===== config.mk =====
export PLATFORM = sky130hd
export DESIGN_NAME = piso_out_ctrl
export DESIGN_NICKNAME = d
export VERILOG_FILES = /design/src/rtl/npu_pkg.sv /design/src/rtl/piso_out_ctrl.sv
export SDC_FILE = /design/constraint.sdc
export NUM_CORES = 1
export LEC_CHECK = 0
export ABC_AREA = 1
export CAP_MARGIN = 20
export CORE_AREA = 4 4 42 44
export CTS_CLUSTER_SIZE = 40
export DETAILED_ROUTE_END_ITERATION = 6
export DIE_AREA = 0 0 46 48
export PLACE_DENSITY = 0.72
export SLEW_MARGIN = 25
export SYNTH_ARGS = -nofsm -noshare
export SYNTH_HDL_FRONTEND = slang
export SYNTH_SLANG_ARGS = --single-unit

===== constraint.sdc =====
create_clock -name CLKEXT -period 1.7 [get_ports CLKEXT]
set_input_delay 0.255 -clock CLKEXT [delete_from_list [all_inputs] [get_ports CLKEXT]]
set_output_delay 0.255 -clock CLKEXT [all_outputs]
set_load 0.02 [all_outputs]

===== src/rtl/npu_pkg.sv =====
// Shared NPU-MNIST definitions: PISO_OUT geometry and the output-sequencer FSM states.
// Used by both the sequencer and the serializer so their word size and vector length always match.
package npu_pkg;

  localparam int NPU_OUT_WIDTH    = 8;
  localparam int NPU_OUT_NUM_TAPS = 4;

  typedef enum logic [1:0] {
    ST_IDLE  = 2'd0,
    ST_LOAD  = 2'd1,
    ST_SEND  = 2'd2,
    ST_FLUSH = 2'd3
  } piso_ctrl_state_t;

endpackage


===== src/rtl/piso_out_ctrl.sv =====
// Sequencer for PISO_OUT: loads a result vector on START, streams it word 0 first over OUT_VALID/OUT_READY.
// Word 0 valid two cycles after START; a stalled host holds the current word (no shift) until accepted.
module piso_out_ctrl
  import npu_pkg::*;
#(
  parameter int WIDTH    = NPU_OUT_WIDTH,
  parameter int NUM_TAPS = NPU_OUT_NUM_TAPS
) (
  input  logic             CLKEXT,
  input  logic             RST_N,
  input  logic             START,
  input  logic             ABORT,
  input  logic             OUT_READY,
  input  logic [WIDTH-1:0] PISO_DATA,
  output logic             CLR_PISO_OUT,
  output logic             EN_PISO_OUT,
  output logic             SHIFT_OUT,
  output logic             OUT_VALID,
  output logic [WIDTH-1:0] OUT_DATA,
  output logic             OUT_LAST,
  output logic             BUSY,
  output logic             DONE
);

  localparam int                CNT_W    = $clog2(NUM_TAPS);
  localparam logic [CNT_W-1:0]  LAST_IDX = CNT_W'(NUM_TAPS - 1);

  piso_ctrl_state_t r_state;
  piso_ctrl_state_t w_state_nxt;
  logic [CNT_W-1:0] r_idx;
  logic             r_done;
  logic             w_xfer;
  logic             w_last;

  assign w_last = (r_idx == LAST_IDX);
  assign w_xfer = (r_state == ST_SEND) && !ABORT && OUT_READY;

  always_ff @(posedge CLKEXT or negedge RST_N) begin
    if (!RST_N) begin
      r_state <= ST_IDLE;
    end else begin
      r_state <= w_state_nxt;
    end
  end

  // A START still held during FLUSH chains straight into the next LOAD.
  always_comb begin
    w_state_nxt = r_state;
    case (r_state)
      ST_IDLE:  if (START && !ABORT) w_state_nxt = ST_LOAD;
      ST_LOAD:  w_state_nxt = ABORT ? ST_FLUSH : ST_SEND;
      ST_SEND:  if (ABORT || (w_xfer && w_last)) w_state_nxt = ST_FLUSH;
      ST_FLUSH: w_state_nxt = (START && !ABORT) ? ST_LOAD : ST_IDLE;
      default:  w_state_nxt = ST_IDLE;
    endcase
  end

  always_ff @(posedge CLKEXT or negedge RST_N) begin
    if (!RST_N) begin
      r_idx  <= '0;
      r_done <= 1'b0;
    end else begin
      r_done <= w_xfer && w_last;
      if (r_state == ST_LOAD) begin
        r_idx <= '0;
      end else if (w_xfer && !w_last) begin
        r_idx <= r_idx + CNT_W'(1);
      end
    end
  end

  // Serializer stays cleared for the whole time reset is asserted.
  always_comb begin
    CLR_PISO_OUT = !RST_N;
    EN_PISO_OUT  = 1'b0;
    SHIFT_OUT    = 1'b0;
    OUT_VALID    = 1'b0;
    OUT_LAST     = 1'b0;
    DONE         = 1'b0;
    BUSY         = (r_state != ST_IDLE);
    case (r_state)
      ST_LOAD: begin
        EN_PISO_OUT = !ABORT;
      end
      ST_SEND: begin
        OUT_VALID   = !ABORT;
        OUT_LAST    = w_last;
        EN_PISO_OUT = w_xfer && !w_last;
        SHIFT_OUT   = w_xfer && !w_last;
      end
      ST_FLUSH: begin
        CLR_PISO_OUT = 1'b1;
        DONE         = r_done;
      end
      default: ;
    endcase
  end

  assign OUT_DATA = OUT_VALID ? PISO_DATA : '0;

endmodule

==> summary.md <==
| Metric | Value |
|---|---|
| Status | `complete, no violations` |
| Setup crit start | `r_state[0]` |
| Main combinational cell family by area after synthesis | `simple AND/OR/NAND/NOR gates` |
| Grt ovf | `0` |
| Yosys cell types | `14` |
| Antenna violations before repair | `0` |
| Worst Tran Pin Value | `0.209 ns` |
| Final worst slack | `around 0.026 ns` |
| Initial Util | `0.318` |
| Post-synthesis mux area share | `0` |
| Placement Setup Slack | `-0.338 ns` |
| Vias/cell | `4.39` |
| Die ar. | `2210 sq um` |
| Sw Share | `0.440` |
| Setup slack, reg-to-reg | `0.33 ns` |
| Synthesized area per cell | `between 6 and 7 sq um` |
| # setup viols final | `0` |
| Fin nets | `133` |
| Worst reg2reg path startpoint | `r_state[0]` |
| CTS H-tree depth | `1` |
| Top-Level Pins | `28` |
| Vias | `566` |
| Die Ht | `48 um` |
| Buffer levels on the longest clock path | `2` |
| Number of routed nets with antenna violations | `0` |
| Rows | `14` |
| Worst setup EP type | `output pin` |
| Ant diodes | `0` |
| Clk pwr share | `0.122` |
| Clock slew at reported path FFs | `0.04 ns` |
| Drt wl/cell | `10.3 um` |
| Worst Path Arrival | `1.42 ns` |
| Crit Path Class | `flop to output pin` |
| CTS buffer count | `3` |
| Hold Crit Class | `input port to async pin` |
| Pin count of the biggest net entering global routing | `9` |
| P per Cell Area | `1280 nW/um^2` |
| Logic gate share of total power | `0.701` |
| Final wirelength | `1330 um` |
| WP data required | `1.44 ns` |
| Port buffer count | `27` |
| Maximum clock rate | `597 MHz` |
| Seq/Total Area, Yosys | `0.274` |
| Yosys synthesis warning count | `0` |
| XOR/XNOR Fraction of Synth Area | `0` |
| DIE WIDTH | `46 um` |
| Simple-Gate Fraction of Synth Area | `0.367` |
| Compound-Gate Fraction of Synth Area | `0.0301` |
| Mapped cell area | `around 460 sq um` |
| GRT Total Usage | `0.137` |
| Fin crit period | `1.67 ns` |
| Non-Filler Instances | `129` |
| Reg power frac | `0.177` |
| Startpoint types | `flop` |
| First-pass GRT wire length | `between 2000 and 2500 um` |
| Seq cells post-synth | `5` |
| Syn Inst Count | `69` |
| Number of global-route vias before repair | `528` |
| Slew Limit Fails | `0` |
| First-iteration detailed-routing DRC count | `7` |
| CTS tree | `built` |
| Detailed placement HPWL | `1070 um` |
| Share of layout cells above drive strength 1 | `0.354` |
| Hold Fails Final Rpt | `0` |
| Internal power | `612 uW` |
| RSZ-0062 raised after global routing | `yes` |
| R2R Path End | `r_idx[0]` |
| Slew margin rel. | `0.861` |
| Num Clock Sinks | `5` |
| Pre-antenna DRT Iters | `3` |
| Critical Path Sink | `EN_PISO_OUT` |
| Clock Skew | `0.00139 ns` |
| Worst Path Max Fanout | `4` |
| Dpl cells | `124` |
| Reg2reg path depth | `9` |
| # DRC | `0` |
| # hold bufs at CTS | `0` |
| Adder-Cell Fraction of Synth Area | `0.164` |
| Clock Latency Late Sink | `roughly 0.24 ns` |
| Max-cap violation count | `0` |
| Post-Syn Nets | `slightly below 90` |
| Leakage | `between 0.0005 and 0.0006 uW` |
| P&R area growth vs syn | `87.4%` |
| NetSw | `480 uW` |
| CTS root buf | `clkbuf_4` |
| RePlAce Congestion | `around 0.73` |
| Core area | `1440 sq um` |
| Peak supply drop | `0.000796 V` |
| Part of the cycle the worst path needs | `0.985` |
==> how the worst min path moves through the flow <==
stage                             to  slack (ns)  cells after the start
after floorplan               r_done       -0.04                      0
after global placement      r_idx[1]        0.50                      2
after detailed placement    r_idx[1]        0.51                      2
after CTS                 r_state[1]        0.30                      2
after global routing      r_state[1]        0.31                      2
final                     r_state[1]        0.30                      2
==> through the flow <==
step | hold slack (ns) | power, uW | cell area [sq um] | TNS [ns] | util
2_1_floorplan | -0.0406 | 574 | 457 | 0 | -
3_3_place_gp | 0.499 | 927 | 837 | -3.14 | 0.583
3_5_place_dp | 0.505 | 941 | 837 | -3.35 | 0.583
4_1_cts | 0.296 | 1070 | 845 | -0.104 | 0.588
5_1_grt | 0.314 | 1200 | 856 | -0.198 | 0.596
6_report | 0.302 | 1090 | 856 | 0 | 0.596
==> logic make-up after synthesis <==
group | count (synthesis)
AO/OA/AOI/OAI | 2
flip-flops | 5
buffers and inverters | 20
adder cells (fa/ha/maj) | 6
AND/OR/NAND/NOR | 36
==> Yosys cell counts <==
cell type,n,area share
a21oi_1,1,0.011
dfrtp_1,5,0.27
ha_1,6,0.16
inv_1,18,0.15
inv_2,2,0.016
nand2_1,13,0.11
nand2_2,1,0.014
nand3_1,8,0.088
nand3_2,1,0.022
nand3b_1,1,0.016
nor2_1,10,0.082
nor2_2,1,0.014
nor2_4,1,0.025
o21ai_2,1,0.019
==> layout make-up <==
class | instances | area [sq um]
timing repair buffer | 40 | 337
fill | 147 | 581
sequential | 5 | 125
tap | 16 | 20.0
multi-input combinational | 44 | 273
clock buffer | 4 | 26.3
inverter | 20 | 75.1
==> power groups by stage <==
stage | Clock, uW | Combinational (uW) | Sequential (uW)
floorplan | 0 | 384 | 190
global placement | 0 | 742 | 186
detailed placement | 0 | 755 | 187
CTS | 140 | 736 | 192
global route | 143 | 854 | 199
finish | 134 | 765 | 193
==> sequential cells by signal (all words and copies together), names as in the netlist <==
signal / flops
r_done: 1
r_idx: 2
r_state: 2
==> layer usage <==
metal | GRT usage | wire [um] | vias to the layer above | part of all wire
met1 | 0.151 | 522 | 243 | 0.39
met5 | 0 | 0 | - | 0
met2 | 0.225 | 582 | 27 | 0.44
li1 | - | - | 292 | -
met3 | 0.0376 | 197 | 4 | 0.15
met4 | 0.102 | 25 | 0 | 0.019
==> cell usage in the layout (no fill, tap or decap), types with 2 or more instances in the layout <==
cell | synthesis | final
clkdlybuf4s50_1 | 0 | 11
inv_1 | 18 | 16
nand2_1 | 13 | 13
buf_4 | 0 | 21
ha_1 | 6 | 5
nor2_1 | 10 | 10
clkbuf_2 | 0 | 2
inv_2 | 2 | 4
dfrtp_1 | 5 | 5
clkbuf_4 | 0 | 3
nand3_1 | 8 | 8
==> critical path: stages, from the launching register on <==
cell,delay (ns)
dfrtp_1,0.38
inv_2,0.08
ha_4,0.15
inv_2,0.04
nor2_4,0.12
nand3_2,0.10
a21oi_2,0.17
buf_6,0.14
==> timing repair <==
item,4_1_cts,5_1_grt
buffers inserted,0,1
endpoints found under the setup margin,15,12
gates resized for setup,50,18
(Power assumes the default switching activity.)
